File: src/rtl/uart_tx_arbiter.sv
`default_nettype none
// ============================================================================
// Module : uart_tx_arbiter
// Round-robin arbiter/sequencer sharing one UART transmitter among NUM_REQ clients.
// Rev    : 1.0
// ============================================================================
module uart_tx_arbiter #(
  parameter int NUM_REQ      = 4,
  parameter int DATA_BITS    = 8,
  parameter int START_CYCLES = 2,
  parameter int BUSY_TIMEOUT = 16
) (
  input  logic                           SysClk,
  input  logic                           Rst,
  input  logic                           Enable,
  input  logic [NUM_REQ-1:0]             Req,
  input  logic [NUM_REQ*DATA_BITS-1:0]   Req_Data,
  output logic [NUM_REQ-1:0]             Grant,
  output logic [NUM_REQ-1:0]             Done,
  output logic [DATA_BITS-1:0]           Tx_Data,
  output logic                           Transmit_Start,
  input  logic                           Tx_Busy,
  input  logic                           BIST_Busy,
  output logic                           Active,
  output logic                           Timeout_Err,
  output logic [$clog2(NUM_REQ)-1:0]     Err_Id
);

  localparam int IDX_W   = $clog2(NUM_REQ);
  localparam int SUM_W   = IDX_W + 1;
  localparam int CNT_MAX = (START_CYCLES > BUSY_TIMEOUT) ? START_CYCLES : BUSY_TIMEOUT;
  localparam int CNT_W   = $clog2(CNT_MAX + 1);

  localparam logic [CNT_W-1:0]   c_START_LAST = CNT_W'(START_CYCLES);
  localparam logic [CNT_W-1:0]   c_BUSY_LAST  = CNT_W'(BUSY_TIMEOUT - 1);
  localparam logic [CNT_W-1:0]   c_CNT_ONE    = CNT_W'(1);
  localparam logic [SUM_W-1:0]   c_NUM_REQ    = SUM_W'(NUM_REQ);
  localparam logic [IDX_W-1:0]   c_LAST_IDX   = IDX_W'(NUM_REQ - 1);
  localparam logic [IDX_W-1:0]   c_IDX_ONE    = IDX_W'(1);
  localparam logic [NUM_REQ-1:0] c_ONE_HOT0   = NUM_REQ'(1);

  typedef enum logic [1:0] {
    IDLE      = 2'd0,
    START     = 2'd1,
    WAIT_BUSY = 2'd2,
    WAIT_DONE = 2'd3
  } state_t;

  state_t                 state_q;
  logic [IDX_W-1:0]       ptr_q;
  logic [IDX_W-1:0]       ptr_d;
  logic [IDX_W-1:0]       cur_q;
  logic [CNT_W-1:0]       cnt_q;
  logic [NUM_REQ-1:0]     grant_q;
  logic [NUM_REQ-1:0]     done_q;
  logic [DATA_BITS-1:0]   tx_data_q;
  logic                   start_q;
  logic                   active_q;
  logic                   timeout_q;
  logic [IDX_W-1:0]       err_id_q;

  logic [SUM_W-1:0]       rot_idx;
  logic [IDX_W-1:0]       win_idx;
  logic                   win_vld;

  // Scan from the highest offset down so the lowest offset from ptr_q wins.
  always_comb begin
    rot_idx = '0;
    win_idx = '0;
    win_vld = 1'b0;
    for (int i = NUM_REQ - 1; i >= 0; i--) begin
      rot_idx = {1'b0, ptr_q} + SUM_W'(i);
      if (rot_idx >= c_NUM_REQ) begin
        rot_idx = rot_idx - c_NUM_REQ;
      end
      if (Req[rot_idx[IDX_W-1:0]]) begin
        win_idx = rot_idx[IDX_W-1:0];
        win_vld = 1'b1;
      end
    end
  end

  assign ptr_d = (win_idx == c_LAST_IDX) ? '0 : win_idx + c_IDX_ONE;

  always_ff @(posedge SysClk or negedge Rst) begin
    if (!Rst) begin
      state_q   <= IDLE;
      ptr_q     <= '0;
      cur_q     <= '0;
      cnt_q     <= '0;
      grant_q   <= '0;
      done_q    <= '0;
      tx_data_q <= '0;
      start_q   <= 1'b0;
      active_q  <= 1'b0;
      timeout_q <= 1'b0;
      err_id_q  <= '0;
    end else begin
      grant_q   <= '0;
      done_q    <= '0;
      timeout_q <= 1'b0;
      case (state_q)
        IDLE: begin
          if (Enable && !BIST_Busy && win_vld) begin
            state_q   <= START;
            active_q  <= 1'b1;
            grant_q   <= c_ONE_HOT0 << win_idx;
            tx_data_q <= Req_Data[win_idx*DATA_BITS +: DATA_BITS];
            cur_q     <= win_idx;
            ptr_q     <= ptr_d;
            cnt_q     <= '0;
          end
        end
        START: begin
          // The grant cycle is spent here with the strobe still low.
          if (cnt_q == c_START_LAST) begin
            start_q <= 1'b0;
            cnt_q   <= '0;
            state_q <= WAIT_BUSY;
          end else begin
            start_q <= 1'b1;
            cnt_q   <= cnt_q + c_CNT_ONE;
          end
        end
        WAIT_BUSY: begin
          if (Tx_Busy) begin
            state_q <= WAIT_DONE;
          end else if (cnt_q == c_BUSY_LAST) begin
            timeout_q <= 1'b1;
            err_id_q  <= cur_q;
            state_q   <= IDLE;
            active_q  <= 1'b0;
          end else begin
            cnt_q <= cnt_q + c_CNT_ONE;
          end
        end
        WAIT_DONE: begin
          if (!Tx_Busy) begin
            done_q   <= c_ONE_HOT0 << cur_q;
            state_q  <= IDLE;
            active_q <= 1'b0;
          end
        end
        default: begin
          state_q  <= IDLE;
          active_q <= 1'b0;
          start_q  <= 1'b0;
        end
      endcase
    end
  end

  assign Grant          = grant_q;
  assign Done           = done_q;
  assign Tx_Data        = tx_data_q;
  assign Transmit_Start = start_q;
  assign Active         = active_q;
  assign Timeout_Err    = timeout_q;
  assign Err_Id         = err_id_q;

endmodule
`default_nettype wire
File: config.mk
export PLATFORM = sky130hd
export DESIGN_NAME = uart_tx_arbiter
export DESIGN_NICKNAME = d
export VERILOG_FILES = /design/src/rtl/uart_tx_arbiter.sv
export SDC_FILE = /design/constraint.sdc
export NUM_CORES = 1
export LEC_CHECK = 0
export ABC_AREA = 1
export CORE_UTILIZATION = 48
export CTS_CLUSTER_DIAMETER = 150
export DETAILED_ROUTE_END_ITERATION = 7
export HOLD_SLACK_MARGIN = 0.02
export PLACE_DENSITY = 0.81
export SYNTH_ARGS = -nofsm -noshare
export SYNTH_HDL_FRONTEND = slang
export SYNTH_SLANG_ARGS = --single-unit
File: constraint.sdc
create_clock -name SysClk -period 2.01 [get_ports SysClk]
set_clock_uncertainty 0.05 [all_clocks]
set_input_delay 0.3015 -clock SysClk [delete_from_list [all_inputs] [get_ports SysClk]]
set_output_delay 0.3015 -clock SysClk [all_outputs]
set_load 0.01 [all_outputs]
==> summary.txt, run 1 <==
Outcome
  • Status: complete, no violations

Detailed routing
  • Final wirelength: 5008 µm
  • DRC: 0
  • Wire per inst: 12.01 µm
  • Via density: 4.935
  • Via count: 2058
  • Initial DRC Count: 90
  • 1st-pass router iterations: 6
  • Number of nets with antenna violations after routing: 0

Finish
  • Reg area: 802.0 µm²
  • ANT cells: 0
  • Non-Filler Instances: 417
  • Layout cells sized above 1: 0.1471
  • Fin nets: 419
  • Multi-input logic area: 0.001147 mm²
  • Final instance area: 0.002995 mm²
  • FILL cells: 313
  • Layout area overhead: 41.74%
  • Commonest non-fill, non-tap cell in the layout: nand2_1
  • Final core occ: 0.7279
  • Most frequent cells in the layout: 99 x nand2_1, 61 x clkdlybuf4s50_1, 39 x inv_1

Synthesis
  • Post-synth top area share: 0.3789
  • Syn Area/Cell: 7.312 µm²
  • Mapped cell area: 0.002113 mm²
  • Synth warn: 0
  • Yosys reg bits: 32
  • Synth area leader: dfrtp_1
  • Syn_nets: 342
  • Top cells by area, synth: dfrtp_1 38%, nand2_1 18%, ha_1 7.1%
  • Post-synth cell types: 30
  • Sequential area share after synthesis: 0.3789
  • Mapped Cells: 289

Critical path
  • CP max FO: 8
  • Critical Path End Type: flop
  • Critical path arrival: 2.01 ns
  • WP data required: 2.13 ns
  • Worst Setup Start Kind: flop
  • Critical path class: reg -> reg

Placed design
  • # port buffers: 61
  • GPL Wtd Cong: 0.8657
  • Post-DP HPWL: 3785 µm
  • Placement Cell Area: 0.002854 mm²
  • Total placed cells including tap cells: 408

Floorplan
  • Core outline area: 0.004115 mm²
  • Die footprint: 0.004672 mm²
  • Rows: 23
  • Overall die width: 68.35 µm
  • Die H: 68.35 µm
  • Ports: 62
  • Initial Util: 0.5135

Clock tree
  • CTS max path bufs: 2
  • Total CTS buffers: 5
  • CTS clk-pin slew, worst paths: 0.07 ns
  • H-tree Lvls: 2
  • CTS tree: yes
  • CTS Root Cell: clkbuf_8
  • Clock Latency Late Sink: 0.28 ns
  • # hold bufs at CTS: 0
  • # clock sinks: 32

STA
  • Worst-margin pin slew: 0.3969 ns
  • Setup TNS: 0 ns
  • Max-slew violation count: 0
  • Max_slew headroom: 0.7354
  • Hold Fails Final Rpt: 0
  • Crit path time final: 1.892 ns
  • Final setup vio count: 0
  • Fmax: 0.5286 GHz
  • Crit share post-route: 0.9413

Power
  • PD cells: 1471 mW/mm²
  • Peak VDD IR: 0.0007500 V
  • Leakage: 1.528 nW
  • Tot Pwr: 4.407 mW

Global routing
  • Total grt overflow: 0
  • First-pass GRT wire length: 8197 µm
  • Largest net degree at the start of global routing: 33
  • Gr usage total: 0.2381
  • Initial antenna violation count: 0
  • Vias in the first global route: 1899

Job
  • Max-Cap Viols: 0

Worst hold path
  • HP Class: in -> async
-- Yosys cell counts --
| cell | count |
|---|---|
| a211oi_1 | 1 |
| a21boi_2 | 1 |
| a21oi_1 | 4 |
| a31oi_1 | 1 |
| buf_2 | 1 |
| buf_6 | 1 |
| buf_8 | 1 |
| clkbuf_1 | 1 |
| dfrtp_1 | 32 |
| ha_1 | 12 |
| inv_1 | 39 |
| inv_2 | 4 |
| inv_4 | 1 |
| nand2_1 | 100 |
| nand2_2 | 10 |
| nand2_4 | 2 |
| nand2_8 | 1 |
| nand3_1 | 26 |
| nand3_2 | 6 |
| nand3_4 | 2 |
| nand4_1 | 1 |
| nor2_1 | 17 |
| nor2_2 | 1 |
| nor3_1 | 2 |
| o2111ai_1 | 1 |
| o21a_1 | 1 |
| o21ai_0 | 11 |
| o21ai_1 | 6 |
| o21ai_2 | 1 |
| or2_2 | 2 |
-- kinds of logic (layout without fill, tap and decap cells) --
group / count (synthesis) / after routing / synth area share
AOI/OAI and AO/OA: 27 / 27 / 0.07342
and+or+nand+nor: 170 / 170 / 0.3807
DFF: 32 / 32 / 0.3789
buffers and inverters: 48 / 126 / 0.09591
adders and majority gates: 12 / 12 / 0.07105
-- sequential cells by signal, summed over array words and instances (netlist names) --
register        cells
Tx_Data             8
cnt_q               5
Done                4
Grant               4
Err_Id              2
cur_q               2
ptr_q               2
state_q             2
Active              1
Timeout_Err         1
Transmit_Start      1
-- where the power goes --
| part | switching (mW) | internal [mW] |
|---|---|---|
| Sequential | 0.164 | 0.829 |
| Combinational | 1.68 | 1.23 |
| Clock | 0.229 | 0.279 |
-- stage by stage --
| step | worst slack [ns] | hold slack [ns] |
|---|---|---|
| final | 0.1180 | 0.3578 |
| after global routing | -0.004839 | 0.4046 |
| after CTS | 0.001183 | 0.3670 |
| after detailed placement | -0.1611 | 0.4225 |
| after global placement | -0.05218 | 0.4092 |
| after floorplan | 0.1853 | -0.04409 |
-- area by class of cell --
class                           instances  area share
Timing Repair Buffer                   74      0.2406
Inverter                               44     0.05764
Clock buffer                            8     0.03008
Multi-Input combinational cell        209      0.3830
Sequential cell                        32      0.2678
Tap cell                               50     0.02089
-- critical path, stage by stage (launching register included) --
cell	delay [ns]
dfrtp_2	0.48
inv_4	0.12
nand2_1	0.08
nand2_2	0.08
nand2_1	0.07
nor2_1	0.13
o21ai_2	0.10
a21boi_4	0.26
ha_4	0.25
nand2_1	0.08
o21ai_1	0.07
-- timing repair --
item                                    4_1_cts  5_1_grt
endpoints found under the setup margin        0       16
setup buffers                                 0        1
resized for setup                             0        9
-- routing by layer --
metal | vias up | global-route usage | routed length, µm
li1 | 1058 | - | -
met3 | 7 | 0.06000 | 201
met1 | 927 | 0.2828 | 2243
met4 | 0 | 0.09375 | 86
met2 | 66 | 0.4069 | 2475
met5 | - | 0 | 0
-- worst paths after layout --
check	start	endpoint	slack, ns	depth (start not counted)
min in group SysClk	Tx_Data[7]	Tx_Data[7]	0.44	2
setup / recovery	ptr_q[0]	ptr_q[1]	0.12	10
setup reg to reg	ptr_q[0]	ptr_q[1]	0.12	10
hold reg to reg	Tx_Data[7]	Tx_Data[7]	0.44	2
max in group asynchronous	Rst	ptr_q[0]	1.25	2
hold / removal	Rst	state_q[0]	0.36	2
(Power assumes the default switching activity.)
==> run 2, diff against run 1 <==
--- a/config.mk
+++ b/config.mk
@@ -6,11 +6,12 @@
 export NUM_CORES = 1
 export LEC_CHECK = 0
 export ABC_AREA = 1
-export CORE_UTILIZATION = 48
+export CORE_UTILIZATION = 43
 export CTS_CLUSTER_DIAMETER = 150
 export DETAILED_ROUTE_END_ITERATION = 7
 export HOLD_SLACK_MARGIN = 0.02
-export PLACE_DENSITY = 0.81
+export PLACE_DENSITY = 0.77
+export SKIP_CTS_REPAIR_TIMING = 1
 export SYNTH_ARGS = -nofsm -noshare
 export SYNTH_HDL_FRONTEND = slang
 export SYNTH_SLANG_ARGS = --single-unit
==> constraint.sdc (replaced) <==
create_clock -name SysClk -period 1.7 [get_ports SysClk]
set_clock_uncertainty 0.05 [all_clocks]
set_input_delay 0.255 -clock SysClk [delete_from_list [all_inputs] [get_ports SysClk]]
set_output_delay 0.255 -clock SysClk [all_outputs]
set_load 0.01 [all_outputs]
==> summary.txt, run 2 (synthesis gave the netlist of run 1 again) <==
Power
  • Clock Power Share: 0.112
  • Register share of total power: 0.204
  • PD cells: 1760 mW/mm²
  • Comb pwr share: 0.685
  • Sw Share: 0.4613
  • Leakage: 1.638 nW
  • Peak VDD IR: 0.0008712 V
  • P_int: 3.093 mW
  • Psw: 2.649 mW

Clock tree
  • CTS tree: yes
  • Clock Latency Late Sink: 0.29 ns
  • CTS Root Cell: clkbuf_8
  • # clock sinks: 32
  • CTS max path bufs: 2
  • H-tree Lvls: 2
  • Total CTS buffers: 5
  • CTS clk-pin slew, worst paths: 0.07 ns

Detailed routing
  • Final wirelength: 5430 µm
  • Via count: 2164
  • Number of nets with antenna violations after routing: 0
  • Wire per inst: 12.09 µm
  • Via density: 4.820
  • Met3 wire len: 297 µm
  • DRC: 0
  • Top routing layer used: met4
  • 1st-pass router iterations: 4
  • Initial DRC Count: 132
  • WL met2: 2740 µm
  • Wl on met1: 2266 µm

STA
  • PnR worst setup slack: -0.1522 ns
  • RSZ-0062 raised after global routing: yes
  • Max_slew headroom: 0.7285
  • Worst-margin pin slew: 0.4072 ns
  • Crit path time final: 1.852 ns
  • Final setup vio count: 24
  • Max-slew violation count: 0
  • Hold Fails Final Rpt: 0
  • Crit share post-route: 1.090
  • Fmax: 0.5399 GHz

Placed design
  • GPL Wtd Cong: 0.8781
  • Post-DP HPWL: 3794 µm
  • # port buffers: 61
  • Placement Cell Area: 0.002978 mm²

Global routing
  • Total grt overflow: 0
  • Largest net degree at the start of global routing: 33
  • Initial antenna violation count: 0
  • Gr usage total: 0.2112
  • First-pass GRT wire length: 8687 µm
  • Vias in the first global route: 1985

Finish
  • Largest register FFs: 8
  • ANT cells: 0
  • Fin nets: 435
  • Most frequent cells in the layout: 91 x nand2_1, 61 x clkdlybuf4s50_1, 39 x inv_1
  • Commonest non-fill, non-tap cell in the layout: nand2_1
  • Multi-input logic area: 0.001265 mm²
  • Reg area: 803.3 µm²
  • Final instance area: 0.003262 mm²
  • Final core occ: 0.6906
  • Layout area overhead: 54.35%
  • FILL cells: 369
  • Layout cells sized above 1: 0.2330

Critical path
  • Critical Path End Type: flop
  • Buffers and inverters on the worst path: 2
  • Slowest cell delay on critical path: 0.48 ns
  • CP max FO: 7
  • Worst path slowest cell: dfrtp_2
  • CP Cell Sequence: buf_6 -> nand2_4 -> nand3_2 -> nand2_2 -> inv_2 -> nand4_1 -> nand2_1 -> nand2_4 -> nand3_2 -> o21ai_1
  • Worst Setup Start Kind: flop
  • Critical path's top delay family: simple AND/OR/NAND/NOR gates
  • Worst-case reg-to-reg path depth: 10
  • WP data required: 1.85 ns
  • Critical path arrival: 2.01 ns
  • Critical path class: reg -> reg
  • Stages on worst setup path: 10

Outcome
  • Failing checks: setup timing
  • Status: complete, but fails checks

Floorplan
  • Overall die width: 72.11 µm
  • Initial Util: 0.4474
  • Die footprint: 0.005199 mm²
  • Rows: 25
  • Die H: 72.11 µm
  • Ports: 62
  • Core outline area: 0.004723 mm²

Worst hold path
  • HP Class: in -> async

Job
  • Max-Cap Viols: 0
[run 2: cell count changes in the layout (fill, tap and decap cells not counted), sizes merged]
cell | previous run | this run
clkbuf | 8 | 7
buf | 13 | 27
nand3 | 34 | 35
inv | 44 | 43
nand2 | 113 | 114
clkinv | 0 | 1
[run 2: per-stage QoR]
stage	cells	total power, mW	setup WS (ns)	hold slack [ns]	TNS (ns)
after floorplan	289	3.381	-0.04166	-0.09059	-0.04166
after global placement	435	4.492	-0.2903	0.3921	-5.861
after detailed placement	435	4.591	-0.3391	0.3958	-6.770
after CTS	442	5.263	-0.2590	0.3388	-4.496
after global routing	449	6.244	-0.2632	0.3671	-4.976
final	449	5.742	-0.1522	0.3233	-2.438
[run 2: final timing paths]
| path | startpoint | end | slack, ns |
|---|---|---|---|
| worst max-delay path | ptr_q[0] | cnt_q[1] | -0.15 |
| worst min-delay path | Rst | Done[1] | 0.32 |
| worst max register to register | ptr_q[0] | cnt_q[1] | -0.15 |
| worst min register to register | cur_q[1] | Done[1] | 0.41 |
| max in group asynchronous | Rst | ptr_q[1] | 0.96 |
| min in group SysClk | cur_q[1] | Done[1] | 0.41 |
[run 2: layout make-up]
cell class,instances,share of cell area
clock buffers,7,0.02954
inverters,44,0.05293
multi-input cells,211,0.3878
flip-flops and latches,32,0.2463
well taps,67,0.02570
repair buffers,88,0.2578
[run 2: power groups by stage]
stage          sequential (mW)  clock [mW]  combinational (mW)
2_1_floorplan             1.18           0                2.20
3_3_place_gp              1.17           0                3.32
3_5_place_dp              1.17           0                3.42
4_1_cts                   1.17       0.647                3.45
5_1_grt                   1.20       0.687                4.35
6_report                  1.17       0.641                3.93
[run 2: layer usage]
metal,GRT usage,up-vias
met3,0.04306,15
li1,-,1084
met4,0.06536,0
met5,0,-
met1,0.2664,980
met2,0.3634,85
==> run 3, diff against run 2 <==
==> constraint.sdc (replaced) <==
create_clock -name SysClk -period 1.58 [get_ports SysClk]
set_clock_uncertainty 0.05 [all_clocks]
set_input_delay 0.237 -clock SysClk [delete_from_list [all_inputs] [get_ports SysClk]]
set_output_delay 0.237 -clock SysClk [all_outputs]
set_load 0.01 [all_outputs]
==> summary.txt, run 3 (synthesis gave the netlist of run 1 again) <==
Power
  • P_int: 3.723 mW
  • Register share of total power: 0.177
  • Peak VDD IR: 0.001082 V
  • Psw: 3.344 mW
  • Comb pwr share: 0.729
  • Sw Share: 0.4732
  • PD cells: 2012 mW/mm²
  • Tot Pwr: 7.067 mW
  • Clock Power Share: 0.094
  • Leakage: 1.735 nW

Critical path
  • CP Cell Sequence: buf_12 -> nand2_4 -> nand2_4 -> nand2_4 -> nand2_1 -> nor2_1 -> nand4_1 -> nand3_4 -> buf_6 -> inv_8 -> buf_12 -> nand2_1 -> nand2_1
  • R2R setup slack: -0.34 ns
  • Critical path class: reg -> reg
  • Worst reg2reg path startpoint: ptr_q[0]
  • Worst-case reg-to-reg path depth: 13
  • Critical path arrival: 2.06 ns
  • Worst Setup Start Kind: flop
  • Critical Path End Type: flop
  • CP max FO: 5
  • Slowest cell delay on critical path: 0.46 ns
  • Buffers and inverters on the worst path: 4
  • Reg2reg end: Tx_Data[4]
  • Worst path slowest cell: dfrtp_2
  • WP data required: 1.72 ns
  • Critical path's top delay family: simple AND/OR/NAND/NOR gates

STA
  • Worst-margin pin slew: 0.3993 ns
  • RSZ-0062 raised after global routing: yes
  • Hold Fails Final Rpt: 0
  • Max-slew violation count: 0
  • Final setup vio count: 24
  • Max_slew headroom: 0.7338
  • Crit path time final: 1.916 ns
  • Crit share post-route: 1.213
  • Fmax: 0.5219 GHz
  • PnR worst setup slack: -0.3361 ns

Outcome
  • Status: complete, but fails checks
  • Failing checks: setup timing

Finish
  • Layout cells sized above 1: 0.2839
  • Commonest non-fill, non-tap cell in the layout: nand2_1
  • Largest register FFs: 8
  • Most frequent cells in the layout: 84 x nand2_1, 61 x clkdlybuf4s50_1, 36 x inv_1
  • Non-Filler Instances: 458
  • Layout area overhead: 66.19%
  • ANT cells: 0
  • Fin nets: 443

Detailed routing
  • DRC: 0
  • Final wirelength: 6122 µm
  • Number of nets with antenna violations after routing: 0
  • Via density: 5.046
  • Initial DRC Count: 120
  • 1st-pass router iterations: 4
  • Wire per inst: 13.37 µm
  • Via count: 2311

Global routing
  • Largest net degree at the start of global routing: 33
  • First-pass GRT wire length: 8307 µm
  • Total grt overflow: 0
  • Gr usage total: 0.2033
  • Initial antenna violation count: 0
  • Vias in the first global route: 1997

Placed design
  • Total placed cells including tap cells: 440
  • # port buffers: 61
  • Post-DP HPWL: 3884 µm
  • GPL Wtd Cong: 0.8637

Worst hold path
  • HP Class: in -> async

Floorplan
  • Die H: 72.11 µm
  • Overall die width: 72.11 µm
  • Rows: 25
  • Initial Util: 0.4474
  • Die footprint: 0.005199 mm²
  • Core outline area: 0.004723 mm²
  • Ports: 62

Clock tree
  • CTS Root Cell: clkbuf_8
  • CTS max path bufs: 2
  • Clock Latency Late Sink: 0.29 ns
  • CTS tree: yes
  • # clock sinks: 32
  • H-tree Lvls: 2
  • CTS clk-pin slew, worst paths: 0.07 ns
  • Total CTS buffers: 5

Job
  • Max-Cap Viols: 0
-- run 3: cell count changes in the layout (fill, tap and decap cells not counted), moves of 3 or more --
cell,previous run,this run
nand2_2,16,10
inv_1,39,36
buf_4,22,25
nor2_2,1,5
nand2_1,91,84
nor2_1,16,11
nand2_4,6,18
buf_12,1,4
-- run 3: power groups by stage --
stage	Combinational [mW]	Sequential (mW)	Clock (mW)
after detailed placement	3.82	1.26	0
final	5.15	1.25	0.665
after global routing	5.57	1.28	0.696
after CTS	3.86	1.25	0.657
after floorplan	2.38	1.27	0
after global placement	3.71	1.26	0
-- run 3: how the worst max path moves through the flow --
stage | startpoint | endpoint | slack (ns) | cells past startpoint
final | ptr_q[0] | Tx_Data[4] | -0.34 | 13
after global routing | ptr_q[0] | Tx_Data[4] | -0.40 | 13
after CTS | ptr_q[0] | Grant[0] | -0.35 | 12
after detailed placement | Req[1] | Grant[0] | -0.44 | 13
after global placement | Req[1] | Grant[0] | -0.41 | 13
after floorplan | ptr_q[0] | ptr_q[1] | -0.16 | 13
-- run 3: cell type report --
cell class / instances / area (µm²)
Multi-Input combinational cell: 211 / 1406
Clock buffer: 8 / 90.09
Fill cell: 336 / 1211
Timing Repair Buffer: 96 / 945.9
Sequential cell: 32 / 803.3
Tap cell: 67 / 83.83
Inverter: 44 / 182.7
-- run 3: through the flow --
stage	area, µm²	TNS (ns)	setup WS, ns	hold slack [ns]	utilization
floorplan	2141	-0.7288	-0.1617	-0.1086	-
global placement	3028	-8.291	-0.4123	0.3871	0.6411
detailed placement	3028	-9.155	-0.4352	0.3895	0.6411
finish	3512	-6.836	-0.3361	0.2962	0.7436
global route	3512	-8.401	-0.3994	0.3538	0.7436
CTS	3118	-6.649	-0.3469	0.3309	0.6601
-- run 3: metal layers --
| metal | vias up | global-route usage | share of wire |
|---|---|---|---|
| li1 | 1114 | - | - |
| met1 | 1104 | 0.2402 | 0.41 |
| met2 | 82 | 0.3686 | 0.53 |
| met3 | 11 | 0.04583 | 0.049 |
| met4 | 0 | 0.05664 | 0.016 |
| met5 | - | 0 | 0 |
